===== config.mk =====
export PLATFORM = sky130hd
export DESIGN_NAME = sdelay
export DESIGN_NICKNAME = d
export VERILOG_FILES = /design/src/rtl/sdelay_pkg.sv /design/src/rtl/sdelay_blind_tracker.sv /design/src/rtl/sdelay.sv
export SDC_FILE = /design/constraint.sdc
export NUM_CORES = 1
export LEC_CHECK = 0
export CAP_MARGIN = 25
export CORE_MARGIN = 2
export CORE_UTILIZATION = 53
export DETAILED_ROUTE_END_ITERATION = 10
export GPL_ROUTABILITY_DRIVEN = 0
export PLACE_DENSITY_LB_ADDON = 0.08
export SYNTH_ARGS = -nofsm -noshare
export SYNTH_HDL_FRONTEND = slang
export SYNTH_SLANG_ARGS = --single-unit

===== constraint.sdc =====
create_clock -name clk -period 2.05 [get_ports clk]
set_clock_uncertainty 0.15 [all_clocks]
set_input_delay 0.41 -clock clk [delete_from_list [all_inputs] [get_ports clk]]
set_output_delay 0.41 -clock clk [all_outputs]
set_load 0.01 [all_outputs]

===== src/rtl/sdelay_pkg.sv =====
// Purpose: shared types and constants for the sdelay delay-model demonstrator.
// Latency: n/a (declarations only).
// Backpressure: none, the block has no handshake.
package sdelay_pkg;

  // Blind tracker FSM states
  typedef enum logic {
    IDLE = 1'b0,
    WAIT = 1'b1
  } trk_state_t;

  localparam int DEFAULT_DELAY = 2;
  localparam int MAX_DELAY     = 15;
  // Wide enough to hold DELAY-1 for any legal DELAY
  localparam int CNT_W         = $clog2(MAX_DELAY + 1);

endpackage


===== src/rtl/sdelay_blind_tracker.sv =====
// Purpose: blind delay tracker; arms on an event and ignores further events until expiry.
// Latency: output updates DELAY edges after the triggering event.
// Backpressure: none, events seen while armed are dropped.
module sdelay_blind_tracker
  import sdelay_pkg::*;
#(
  parameter int DELAY           = DEFAULT_DELAY,
  parameter bit SAMPLE_AT_EVENT = 1'b0
) (
  input  logic clk,
  input  logic rst,
  input  logic a,
  input  logic evt,
  output logic y
);

  trk_state_t       state_q, state_d;
  logic [CNT_W-1:0] cnt_q, cnt_d;
  logic             cap_q, cap_d;
  logic             y_q, y_d;

  // Next-state: arm on event in IDLE, count down in WAIT, drive y at expiry
  always_comb begin
    state_d = state_q;
    cnt_d   = cnt_q;
    cap_d   = cap_q;
    y_d     = y_q;
    case (state_q)
      IDLE: begin
        if (evt) begin
          state_d = WAIT;
          cnt_d   = CNT_W'(DELAY - 1);
          cap_d   = a;
        end
      end
      WAIT: begin
        if (cnt_q != '0) begin
          cnt_d = cnt_q - CNT_W'(1);
        end else begin
          // Expiry edge is blind: an event here is not seen by IDLE
          state_d = IDLE;
          y_d     = SAMPLE_AT_EVENT ? cap_q : a;
        end
      end
      default: state_d = IDLE;
    endcase
  end

  // State registers with synchronous reset; reset drops any pending update
  always_ff @(posedge clk) begin
    if (rst) begin
      state_q <= IDLE;
      cnt_q   <= '0;
      cap_q   <= 1'b0;
      y_q     <= 1'b0;
    end else begin
      state_q <= state_d;
      cnt_q   <= cnt_d;
      cap_q   <= cap_d;
      y_q     <= y_d;
    end
  end

  assign y = y_q;

endmodule


===== src/rtl/sdelay.sv =====
// Purpose: shows transport, inertial, blind and queued delay models side by side on one input.
// Latency: DELAY edges for every model; all outputs registered.
// Backpressure: none, purely synchronous.
module sdelay
  import sdelay_pkg::*;
#(
  parameter int DELAY = DEFAULT_DELAY
) (
  input  logic clk,
  input  logic rst,
  input  logic a,
  output logic yblhs,
  output logic ybrhs,
  output logic ynblhs,
  output logic ynbrhs,
  output logic ycbl
);

  logic             a_prev_q;
  logic             evt;
  // hist_q[i] holds a from i+1 edges ago; flag_q[i] likewise holds the event flag
  logic [DELAY-1:0] hist_q, hist_d;
  logic [DELAY-1:0] flag_q, flag_d;
  logic             ynbrhs_q, ynbrhs_d;
  logic             ycbl_q, ycbl_d;
  logic             ynblhs_q, ynblhs_d;

  assign evt = a ^ a_prev_q;

  // Shift histories and compute transport, inertial and queued outputs
  always_comb begin
    hist_d    = hist_q;
    flag_d    = flag_q;
    hist_d[0] = a;
    flag_d[0] = evt;
    for (int i = 1; i < DELAY; i++) begin
      hist_d[i] = hist_q[i-1];
      flag_d[i] = flag_q[i-1];
    end

    ynbrhs_d = hist_q[DELAY-1];

    // Inertial: only a window of DELAY identical samples moves the output
    ycbl_d = ycbl_q;
    if (&hist_q) begin
      ycbl_d = 1'b1;
    end else if (~|hist_q) begin
      ycbl_d = 1'b0;
    end

    // Queued: an event from DELAY edges ago resamples the current input
    ynblhs_d = flag_q[DELAY-1] ? a : ynblhs_q;
  end

  // Registers with synchronous reset
  always_ff @(posedge clk) begin
    if (rst) begin
      a_prev_q <= 1'b0;
      hist_q   <= '0;
      flag_q   <= '0;
      ynbrhs_q <= 1'b0;
      ycbl_q   <= 1'b0;
      ynblhs_q <= 1'b0;
    end else begin
      a_prev_q <= a;
      hist_q   <= hist_d;
      flag_q   <= flag_d;
      ynbrhs_q <= ynbrhs_d;
      ycbl_q   <= ycbl_d;
      ynblhs_q <= ynblhs_d;
    end
  end

  sdelay_blind_tracker #(
    .DELAY           (DELAY),
    .SAMPLE_AT_EVENT (1'b0)
  ) u_trk_lhs (
    .clk (clk),
    .rst (rst),
    .a   (a),
    .evt (evt),
    .y   (yblhs)
  );

  sdelay_blind_tracker #(
    .DELAY           (DELAY),
    .SAMPLE_AT_EVENT (1'b1)
  ) u_trk_rhs (
    .clk (clk),
    .rst (rst),
    .a   (a),
    .evt (evt),
    .y   (ybrhs)
  );

  assign ynbrhs = ynbrhs_q;
  assign ycbl   = ycbl_q;
  assign ynblhs = ynblhs_q;

endmodule


==> results.rst <==
.. list-table::
   :header-rows: 1

   * - Metric
     - Value
   * - Global-route wire length before repair
     - 2463 µm
   * - Final hold violations
     - 0
   * - Maximum number of pins on one net before global-route repair
     - 14
   * - Crit Path Max Fanout
     - 5
   * - Number of different library cells in the post-synthesis netlist
     - 30
   * - Adder-cell share of the synthesized area
     - 0.04354
   * - Mean cell area of the mapped netlist
     - about 9.6 µm²
   * - Number of antenna violations at the first check in global routing
     - 0
   * - Critical Path Start Type
     - register
   * - Capturing element type of the critical path
     - register
   * - Starting DRC count in detailed routing
     - 6
   * - CTS Sinks
     - 20
   * - Combinational family with the most area after synthesis
     - simple AND/OR/NAND/NOR gates
   * - Share of layout cells above drive strength 1
     - 0.08911
   * - Min-delay worst type
     - reg2reg
   * - Cells taking the most area after synthesis
     - sky130_fd_sc_hd__dfxtp_1 46%, sky130_fd_sc_hd__mux2i_1 5.8%, sky130_fd_sc_hd__nor2_1 4.8%
   * - Maximum clock frequency
     - 553.8 MHz
   * - Number of top-level pins
     - 8
   * - Final worst path period share
     - 0.8808
   * - Max VDD drop
     - between 500 and 600 µV
   * - Crit path time final
     - around 1800 ps
   * - Net count after synthesis
     - between 90 and 100
   * - Cell with the largest stage delay on the worst path
     - sky130_fd_sc_hd__or3b_1
   * - Synth Register Bits
     - 20
   * - Synthesized-area fraction occupied by and/or/nand/nor cells
     - 0.2714
   * - DRC violations left
     - 0
   * - Delay of the slowest cell on the worst path
     - approximately 400 ps
   * - Gate count of the mapped netlist
     - 90
   * - Vias in the first global route
     - approximately 600
   * - Final-layout setup total negative slack
     - 0 ps
   * - Count of final max-slew check failures
     - 0
   * - Number of search-and-repair iterations in the first detailed-routing pass
     - 4
   * - Total via count after detailed routing
     - about 660
   * - Height of the die
     - roughly 44 µm
   * - Share of the yosys chip area belonging to registers
     - 0.4644
   * - Xor/xnor cell area share of the yosys netlist
     - 0.02032
   * - Setup violations, final
     - 0
   * - Most common cell in the synthesized netlist
     - sky130_fd_sc_hd__dfxtp_1
   * - Floorplan row count
     - 14
   * - Startpoint-to-endpoint class of the critical path
     - reg2reg
   * - Synth Area in Compound Gates
     - 0.09869
   * - Leakage power
     - between 0.3 and 0.4 nW
   * - Sum of net half-perimeters after detailed placement
     - 1037 µm
   * - Cells along the critical path
     - inv_1 -> ha_1 -> or3b_1 -> and4b_1 -> a311o_1
   * - Buffer depth of the longest clock path
     - 2
   * - Number of routed nets with antenna violations
     - 0
   * - Post-CTS setup-driven buffer insertion count
     - 0
   * - Area share of the largest cell type after synthesis
     - 0.4644
   * - Synth async-reset ratio
     - 0
   * - Port Buffer Count
     - 7
   * - Number of antenna cells inserted
     - 0
   * - # H-tree levels
     - 1
   * - Overall die width
     - 44.33 µm
   * - Top post-synthesis cells by count
     - 20 x sky130_fd_sc_hd__dfxtp_1, 11 x sky130_fd_sc_hd__nor2_1, 7 x sky130_fd_sc_hd__inv_1, 5 x sky130_fd_sc_hd__mux2i_1
   * - Overall routed net length
     - approximately 1400 µm
   * - Number of buffers added to fix hold violations after cts
     - 0
   * - Top flip-flop cell by instance count after synthesis
     - sky130_fd_sc_hd__dfxtp_1
   * - Number of buffers created by CTS
     - 3
   * - Worst slew margin relative to its limit
     - 0.7639
   * - Global route total overflow
     - 0
   * - Insertion delay of the later-clocked pin in the worst-skew pair
     - 290 ps
   * - Initial core utilization
     - 0.5657
   * - Pwr dens
     - 889.2 nW/µm²
   * - Number of enable flip-flop cells after synthesis
     - 0
   * - Core outline area
     - ~1500 µm²
   * - Worst path arrival time
     - 1850 ps
   * - Slew at the pin closest to its max-slew limit
     - between 300 and 400 ps
   * - Min setup slack post-route
     - 244.4 ps
   * - CTS tree
     - built
   * - Worst setup timing slack at the placement stage
     - between 100 and 150 ps
   * - Clock-pin slew on the worst setup and hold paths
     - around 100 ps
   * - Synth warnings
     - 0
   * - Number of nets in the layout
     - around 110
   * - Status
     - finished, final reports clean
   * - Final non-filler cell total
     - ~120
   * - Mux contribution to synthesized area
     - 0.05806
   * - Cell Count Post-Placement
     - between 100 and 150
   * - Area Growth Syn to Fin
     - 15.97%
   * - Tot GR Track Use
     - 0.1726
   * - Final routed wire length divided by cell count
     - between 10 and 15 µm
   * - Via count normalized by instance count
     - about 5.6
   * - Max-Cap Viols
     - 0
   * - RSZ-0062 raised after global routing
     - false
   * - Required time at the worst-slack endpoint
     - 2090 ps
   * - Post-CTS resize count
     - 0
   * - Total die area
     - around 2000 µm²
   * - Leading area contributor after synthesis
     - sky130_fd_sc_hd__dfxtp_1
   * - Area of the mapped netlist
     - 862.1 µm²
   * - Clk root buf
     - sky130_fd_sc_hd__clkbuf_4
-- where the power goes --
part / internal, W / switching, W
logic: 0.000103 / 0.0000968
registers: 0.000428 / 0.0000395
clock network: 0.000108 / 0.000113
total: 0.000640 / 0.000249
-- sequential cells by signal, indices dropped and copies added (netlist names), 2 cells and up --
signal / count
u_trk_rhs.cnt_q: 4
u_trk_lhs.cnt_q: 4
hist_q: 2
flag_q: 2
-- cells in the final DEF (no fill, tap or decap) --
cell type                         instances
sky130_fd_sc_hd__clkbuf_4                 3
sky130_fd_sc_hd__a21oi_1                  1
sky130_fd_sc_hd__or4_1                    1
sky130_fd_sc_hd__xor2_1                   1
sky130_fd_sc_hd__or3b_1                   1
sky130_fd_sc_hd__nand2_1                  1
sky130_fd_sc_hd__buf_4                    3
sky130_fd_sc_hd__mux2i_1                  5
sky130_fd_sc_hd__dfxtp_1                 20
sky130_fd_sc_hd__or3_1                    1
sky130_fd_sc_hd__inv_1                    7
sky130_fd_sc_hd__xnor2_1                  1
sky130_fd_sc_hd__clkbuf_8                 1
sky130_fd_sc_hd__and4b_1                  1
sky130_fd_sc_hd__nor3b_1                  1
sky130_fd_sc_hd__o41ai_1                  2
sky130_fd_sc_hd__o21ai_0                  3
sky130_fd_sc_hd__nor4_1                   1
sky130_fd_sc_hd__nand3b_1                 3
sky130_fd_sc_hd__ha_1                     3
sky130_fd_sc_hd__nor3_1                   4
sky130_fd_sc_hd__nor4b_1                  1
sky130_fd_sc_hd__nor2b_1                  4
sky130_fd_sc_hd__clkdlybuf4s50_1          7
sky130_fd_sc_hd__a311o_1                  2
sky130_fd_sc_hd__and4_1                   1
sky130_fd_sc_hd__a211o_1                  1
sky130_fd_sc_hd__a31oi_1                  3
sky130_fd_sc_hd__and4bb_2                 2
sky130_fd_sc_hd__nand3_1                  3
sky130_fd_sc_hd__nor2_1                  11
sky130_fd_sc_hd__nand4b_1                 2
-- cells by family (layout without fill, tap and decap cells) --
| kind of cell | count (synthesis) | count (layout) |
|---|---|---|
| adder cells (fa/ha/maj) | 3 | 3 |
| buffers and inverters | 10 | 21 |
| XOR/XNOR | 2 | 2 |
| AND/OR/NAND/NOR | 38 | 38 |
| multiplexers | 5 | 5 |
| flip-flops | 20 | 20 |
| AO/OA/AOI/OAI | 12 | 12 |
-- critical path, delay by kind of cell, from the launching register on --
| family | cells | cell delay [ps] |
|---|---|---|
| and+or+nand+nor | 2 | 610 |
| DFF | 1 | 340 |
| AOI/OAI and AO/OA | 1 | 310 |
| adders and majority gates | 1 | 220 |
| buffers and inverters | 1 | 80 |
-- path summary, 6_finish.rpt --
path / startpoint / to / slack, ps / cells after the start
min reg2reg: flag_q[0]$_SDFF_PP0_ / flag_q[1]$_SDFF_PP0_ / 310 / 1
max: u_trk_rhs.cnt_q[0]$_SDFFE_PP0P_ / u_trk_rhs.cnt_q[1]$_SDFFE_PP0P_ / 240 / 5
max reg2reg: u_trk_rhs.cnt_q[0]$_SDFFE_PP0P_ / u_trk_rhs.cnt_q[1]$_SDFFE_PP0P_ / 240 / 5
min: flag_q[0]$_SDFF_PP0_ / flag_q[1]$_SDFF_PP0_ / 310 / 1
-- per-stage QoR --
step	utilization	total power, W	hold WS, ps	cell area, µm²
global route	0.6560	0.0009492	327.1	999.7
global placement	0.6322	0.0006724	287.0	963.4
detailed placement	0.6322	0.0006771	290.4	963.4
finish	0.6560	0.0008889	305.7	999.7
CTS	0.6560	0.0009018	310.8	999.7
floorplan	-	0.0006212	263.8	862.1
-- area by class of cell --
type | instances | area, µm²
fill | 132 | 524.3
multi-input combinational | 60 | 424.2
sequential | 20 | 400.4
timing repair buffer | 10 | 92.59
clock buffer | 4 | 36.28
inverter | 7 | 26.28
tap | 16 | 20.02
-- routing by layer --
metal,share of wire,up-vias,GRT usage
met2,0.42,7,0.2471
li1,-,350,-
met3,0.027,4,0.02449
met4,0.017,0,0.1091
met5,0,-,0
met1,0.53,295,0.2430
Power figures use the tool's default switching activity.
==> RTL change 1: new RTL, same flow settings <==
Reset style: asynchronous (`rst`), changed in 2 clocked blocks. Comments in the files are not updated.
--- a/src/rtl/sdelay_blind_tracker.sv
+++ b/src/rtl/sdelay_blind_tracker.sv
@@ -49,3 +49,3 @@
   // State registers with synchronous reset; reset drops any pending update
-  always_ff @(posedge clk) begin
+  always_ff @(posedge clk or posedge rst) begin
     if (rst) begin
--- a/src/rtl/sdelay.sv
+++ b/src/rtl/sdelay.sv
@@ -55,3 +55,3 @@
   // Registers with synchronous reset
-  always_ff @(posedge clk) begin
+  always_ff @(posedge clk or posedge rst) begin
     if (rst) begin
Function: differs if rst is asserted again (counterexample within 4 cycles, from zero or initial values and one cycle with rst high); with rst held inactive, the same outputs for 10 cycles.
==> RTL change 1 against the unedited design <==
- cell area rose by 1.4%
- routed wire length decreased by 13%
- setup slack improved by 75 ps
- count of clock-buffer cells in the layout unchanged
- global-route usage down 1.8 points
- sequential cell count did not move
- area after synthesis increased by 2.2%
Power is not compared: it rests on default switching activity, and its combinational part moved more than twofold at a synthesized area within 25%.
==> RTL change 1: results (changes against the unedited design) <==
worst_setup_path:
  cp-startpoint: "ycbl"
  cp_top_family: "buffers and inverters"
  crit_arrival_ps: 1170  # -680 ps
  critical_path.max_fanout: 2  # -3
  max_stage_delay_ps: 540  # +140 ps
global_route:
  use_met1_pct: 24.3  # +0.028 points
  met2_usage_pct: 20.9  # -3.8 points
  grt_pass1_wl_um: 2210  # -10%
  grt_util_all_layers_pct: 15.5  # -1.8 points
  grt_max_degree: 21  # +7
drt:
  drt-total-wl_um: 1240  # -13%
  avgViaCountPerCell: 5.47  # -2.5%
logic_synthesis:
  ys_seq_area_share_pct: 56.8  # +10 points
  syn_nets: 80  # -17%
  synthAdderAreaFrac_pct: 4.26  # -0.093 points
  synthXorXnorAreaFrac_pct: 2.84  # +0.81 points
  synth_area_leaders: "dfrtp_1 (57%), mux2_2 (6.4%), ha_1 (4.3%)"
  synth.distinct_cells: 27  # -10%
  synth_common_cells: "dfrtp_1 (20), inv_1 (8), mux2_2 (5)"
  synth.area.mux_share_pct: 7.53  # +1.7 points
  synthArstFlopShare_pct: 100  # +100 points
final_layout:
  fin_nets: 92  # -15%
  drive_gt1_share_pct: 16.5  # +7.6 points
status:
  status: "finished, final reports clean"
placement:
  dp.final_hpwl_um: 927  # -11%
  placed_area_um2: 977  # +1.4%
timing:
  relSlewSlack_pct: 74.0  # -2.4 points
hold_path:
  holdCritStartpoint: "flag_q[0]"
RTL change 1: changes by cell type after synthesis, sizes merged, moves of 4 or more:
cell,delta
dfrtp,+20
dfxtp,-20
nor2,-8
mux2,+5
mux2i,-4
RTL change 1: area by class of cell:
type,count,area [µm²]
Multi-Input combinational cell,44,342
Fill cell,120,510
Timing Repair Buffer,9,85.1
Inverter,8,30.0
Sequential cell,20,500
Clock buffer,4,36.3
Tap cell,16,20.0
RTL change 1: metrics by stage:
stage	instances	util [%]	hold WS, ps	worst slack [ps]
after floorplan	74	-	181	505
after global placement	97	64.1	190	149
after detailed placement	97	64.1	201	112
after CTS	101	66.5	226	302
after global routing	101	66.5	233	251
final	101	66.5	220	320
RTL change 1: final timing paths:
check | slack (ps) | depth (start not counted) | to
worst max-delay path | 320 | 1 | ycbl
worst min-delay path | 220 | 0 | flag_q[1]
max in group asynchronous | 1260 | 3 | u_trk_rhs.cnt_q[1]
min in group asynchronous | 280 | 3 | u_trk_lhs.state_q
worst max register to register | 350 | 5 | u_trk_rhs.cnt_q[1]
worst min register to register | 220 | 0 | flag_q[1]
RTL change 1: routing by layer:
metal	up-vias	part of all wire [%]
met3	2	1.8
li1	278	-
met5	-	0
met1	268	50
met2	4	47
met4	0	0.80
RTL change 1: cells by family after synthesis:
family,count (synthesis)
compound gates,14
xor+xnor,2
fa+ha+maj,3
buf+inv,10
flops,20
mux,6
simple gates,19
RTL change 1: power groups by stage:
stage | logic, mW | clock network, mW | registers [mW]
final | 0.508 | 0.219 | 0.644
after global placement | 0.503 | 0 | 0.648
after floorplan | 0.429 | 0 | 0.611
after global routing | 0.576 | 0.244 | 0.669
after detailed placement | 0.512 | 0 | 0.653
after CTS | 0.514 | 0.227 | 0.645
==> RTL change 2: new RTL, same settings <==
Without the edit above. The parameter `SAMPLE_AT_EVENT` goes from 1'b1 to 1'b0.
--- a/src/rtl/sdelay.sv
+++ b/src/rtl/sdelay.sv
@@ -86,3 +86,3 @@
     .DELAY           (DELAY),
-    .SAMPLE_AT_EVENT (1'b1)
+    .SAMPLE_AT_EVENT (1'b0)
   ) u_trk_rhs (
Formal check against the unedited RTL: not equivalent (a bounded check fails within 4 cycles, from zero or initial values and one cycle with rst high).
==> RTL change 2 against the unedited design <==
- cell area shrank 5.1%
- combinational power shrank 26%
- total power shrank 15%
- routed wire length grew 3.8%
- count of clock-buffer cells in the layout shrank 1
- sequential cell count shrank 1
- setup slack gained 16 ps
- critical path depth is the same
- area after synthesis shrank 7.1%
- synthesized cell count shrank 5.6%
- utilization shrank 0.37 points
- critical path type unchanged
- largest cell class unchanged
==> RTL change 2: results (changes against the unedited design) <==
logic_synthesis:
  synth_area_leaders: "dfxtp_1 (48%), nand3_1 (5.0%), ha_1 (4.7%)"
  syn_nets: 91  # -5.2%
  synthXorXnorAreaFrac_pct: 2.19  # +0.16 points
  synth_common_cells: "dfxtp_1 (19), nand3_1 (8), inv_1 (6)"
  synthAdderAreaFrac_pct: 4.69  # +0.33 points
  synth.distinct_cells: 25  # -17%
  ys_seq_area_share_pct: 47.5  # +1.1 points
  synth.area.mux_share_pct: 2.50  # -3.3 points
  synth_compound_area_share_pct: 7.50  # -2.4 points
power:
  netSwitchingPower_mw: 0.214  # -14%
  ir_drop_mv: 0.418  # -19%
  power.leakage_nw: 0.351  # -7.3%
drt:
  drt-total-wl_um: 1490  # +3.8%
  vias: 651  # -0.76%
  drt_iter0_drc: 14  # +8
placement:
  place_ws_ps: 126  # +20.0 ps
  dp.final_hpwl_um: 1120  # +7.6%
cts:
  cts_buffers: 3  # unchanged
  htreeDepth: 1  # unchanged
  clock_latency_ps: 290  # about the same
  ctsResizeCount: 0  # unchanged
  clockBufferDepth: 2  # unchanged
worst_setup_path:
  crit_slowest_cell: "or4bb_2"
  max_stage_delay_ps: 660  # +260 ps
  cp_top_family: "simple AND/OR/NAND/NOR gates"
final_layout:
  drive_gt1_share_pct: 10.1  # +1.2 points
  fin_nets: 106  # -1.9%
timing:
  relSlewSlack_pct: 71.6  # -4.8 points
global_route:
  grt_max_degree: 12  # -2
  antenna_found_initial: 0  # unchanged
  grt_pass1_wl_um: 2470  # +0.28%
  grt_pass1_vias: 566  # -3.4%
  grt_util_all_layers_pct: 18.2  # +0.94 points
status:
  status: "finished, final reports clean"
-- RTL change 2: cell count changes in the layout (fill, tap and decap cells not counted), moves of 2 or more --
cell / unedited run / this run
nor2_1: 11 / 5
nand3_1: 3 / 8
mux2i_1: 5 / 2
nor4_1: 1 / 4
or3_1: 1 / 4
a211oi_1: 0 / 2
a311o_1: 2 / 0
and4bb_2: 2 / 0
buf_4: 3 / 5
nor3_1: 4 / 2
o41ai_1: 2 / 0
-- RTL change 2: logic make-up (layout without fill, tap and decap cells) --
logic type | after synthesis | count (layout)
and+or+nand+nor | 41 | 41
buffers and inverters | 8 | 22
AOI/OAI and AO/OA | 10 | 10
adders and majority gates | 3 | 3
xor gates and xnor gates | 2 | 2
muxes | 2 | 2
DFF | 19 | 19
-- RTL change 2: per-stage QoR --
stage / hold WS [ps] / power (mW) / utilization [%] / cell area (µm²) / std cells
final: 307 / 0.754 / 65.2 / 948 / 115
after global routing: 328 / 0.795 / 65.2 / 948 / 115
after CTS: 308 / 0.764 / 65.2 / 948 / 115
after detailed placement: 282 / 0.576 / 63.3 / 921 / 111
after global placement: 270 / 0.571 / 63.3 / 921 / 111
after floorplan: 264 / 0.521 / - / 801 / 85
-- RTL change 2: final timing paths --
path | end | cells after the start | slack, ps | from
worst min register to register | flag_q[1] | 1 | 310 | flag_q[0]
worst min-delay path | flag_q[1] | 1 | 310 | flag_q[0]
worst max register to register | u_trk_rhs.cnt_q[0] | 5 | 260 | u_trk_rhs.cnt_q[0]
worst max-delay path | u_trk_rhs.cnt_q[0] | 5 | 260 | u_trk_rhs.cnt_q[0]
-- RTL change 2: power by group through the flow --
stage	Sequential (mW)	Combinational, mW	Clock (mW)
2_1_floorplan	0.424	0.0964	0
3_3_place_gp	0.426	0.145	0
3_5_place_dp	0.428	0.147	0
4_1_cts	0.420	0.148	0.196
5_1_grt	0.424	0.164	0.207
6_report	0.420	0.148	0.186
-- RTL change 2: area by class of cell --
cell class / count / area (µm²)
clock buffers: 3 / 22.5
repair buffers: 12 / 108
flip-flops and latches: 19 / 380
multi-input cells: 58 / 390
well taps: 16 / 20.0
inverters: 6 / 22.5
fillers: 128 / 505
clock inverters: 1 / 5.00
-- RTL change 2: worst reg2reg max path, stage by stage (launching register included) --
cell      delay (ps)
dfxtp_1          320
inv_1             90
ha_1             220
or4bb_2          660
o21ai_0          130
a211oi_1         110
-- RTL change 2: per-layer routing --
metal	share of wire [%]	up-vias	wire length, µm	track usage (%)
met1	53	290	788	26.0
met2	41	12	615	25.5
met4	2.0	0	29	9.38
met5	0	-	0	0
li1	-	345	-	-
met3	3.4	4	51	3.83
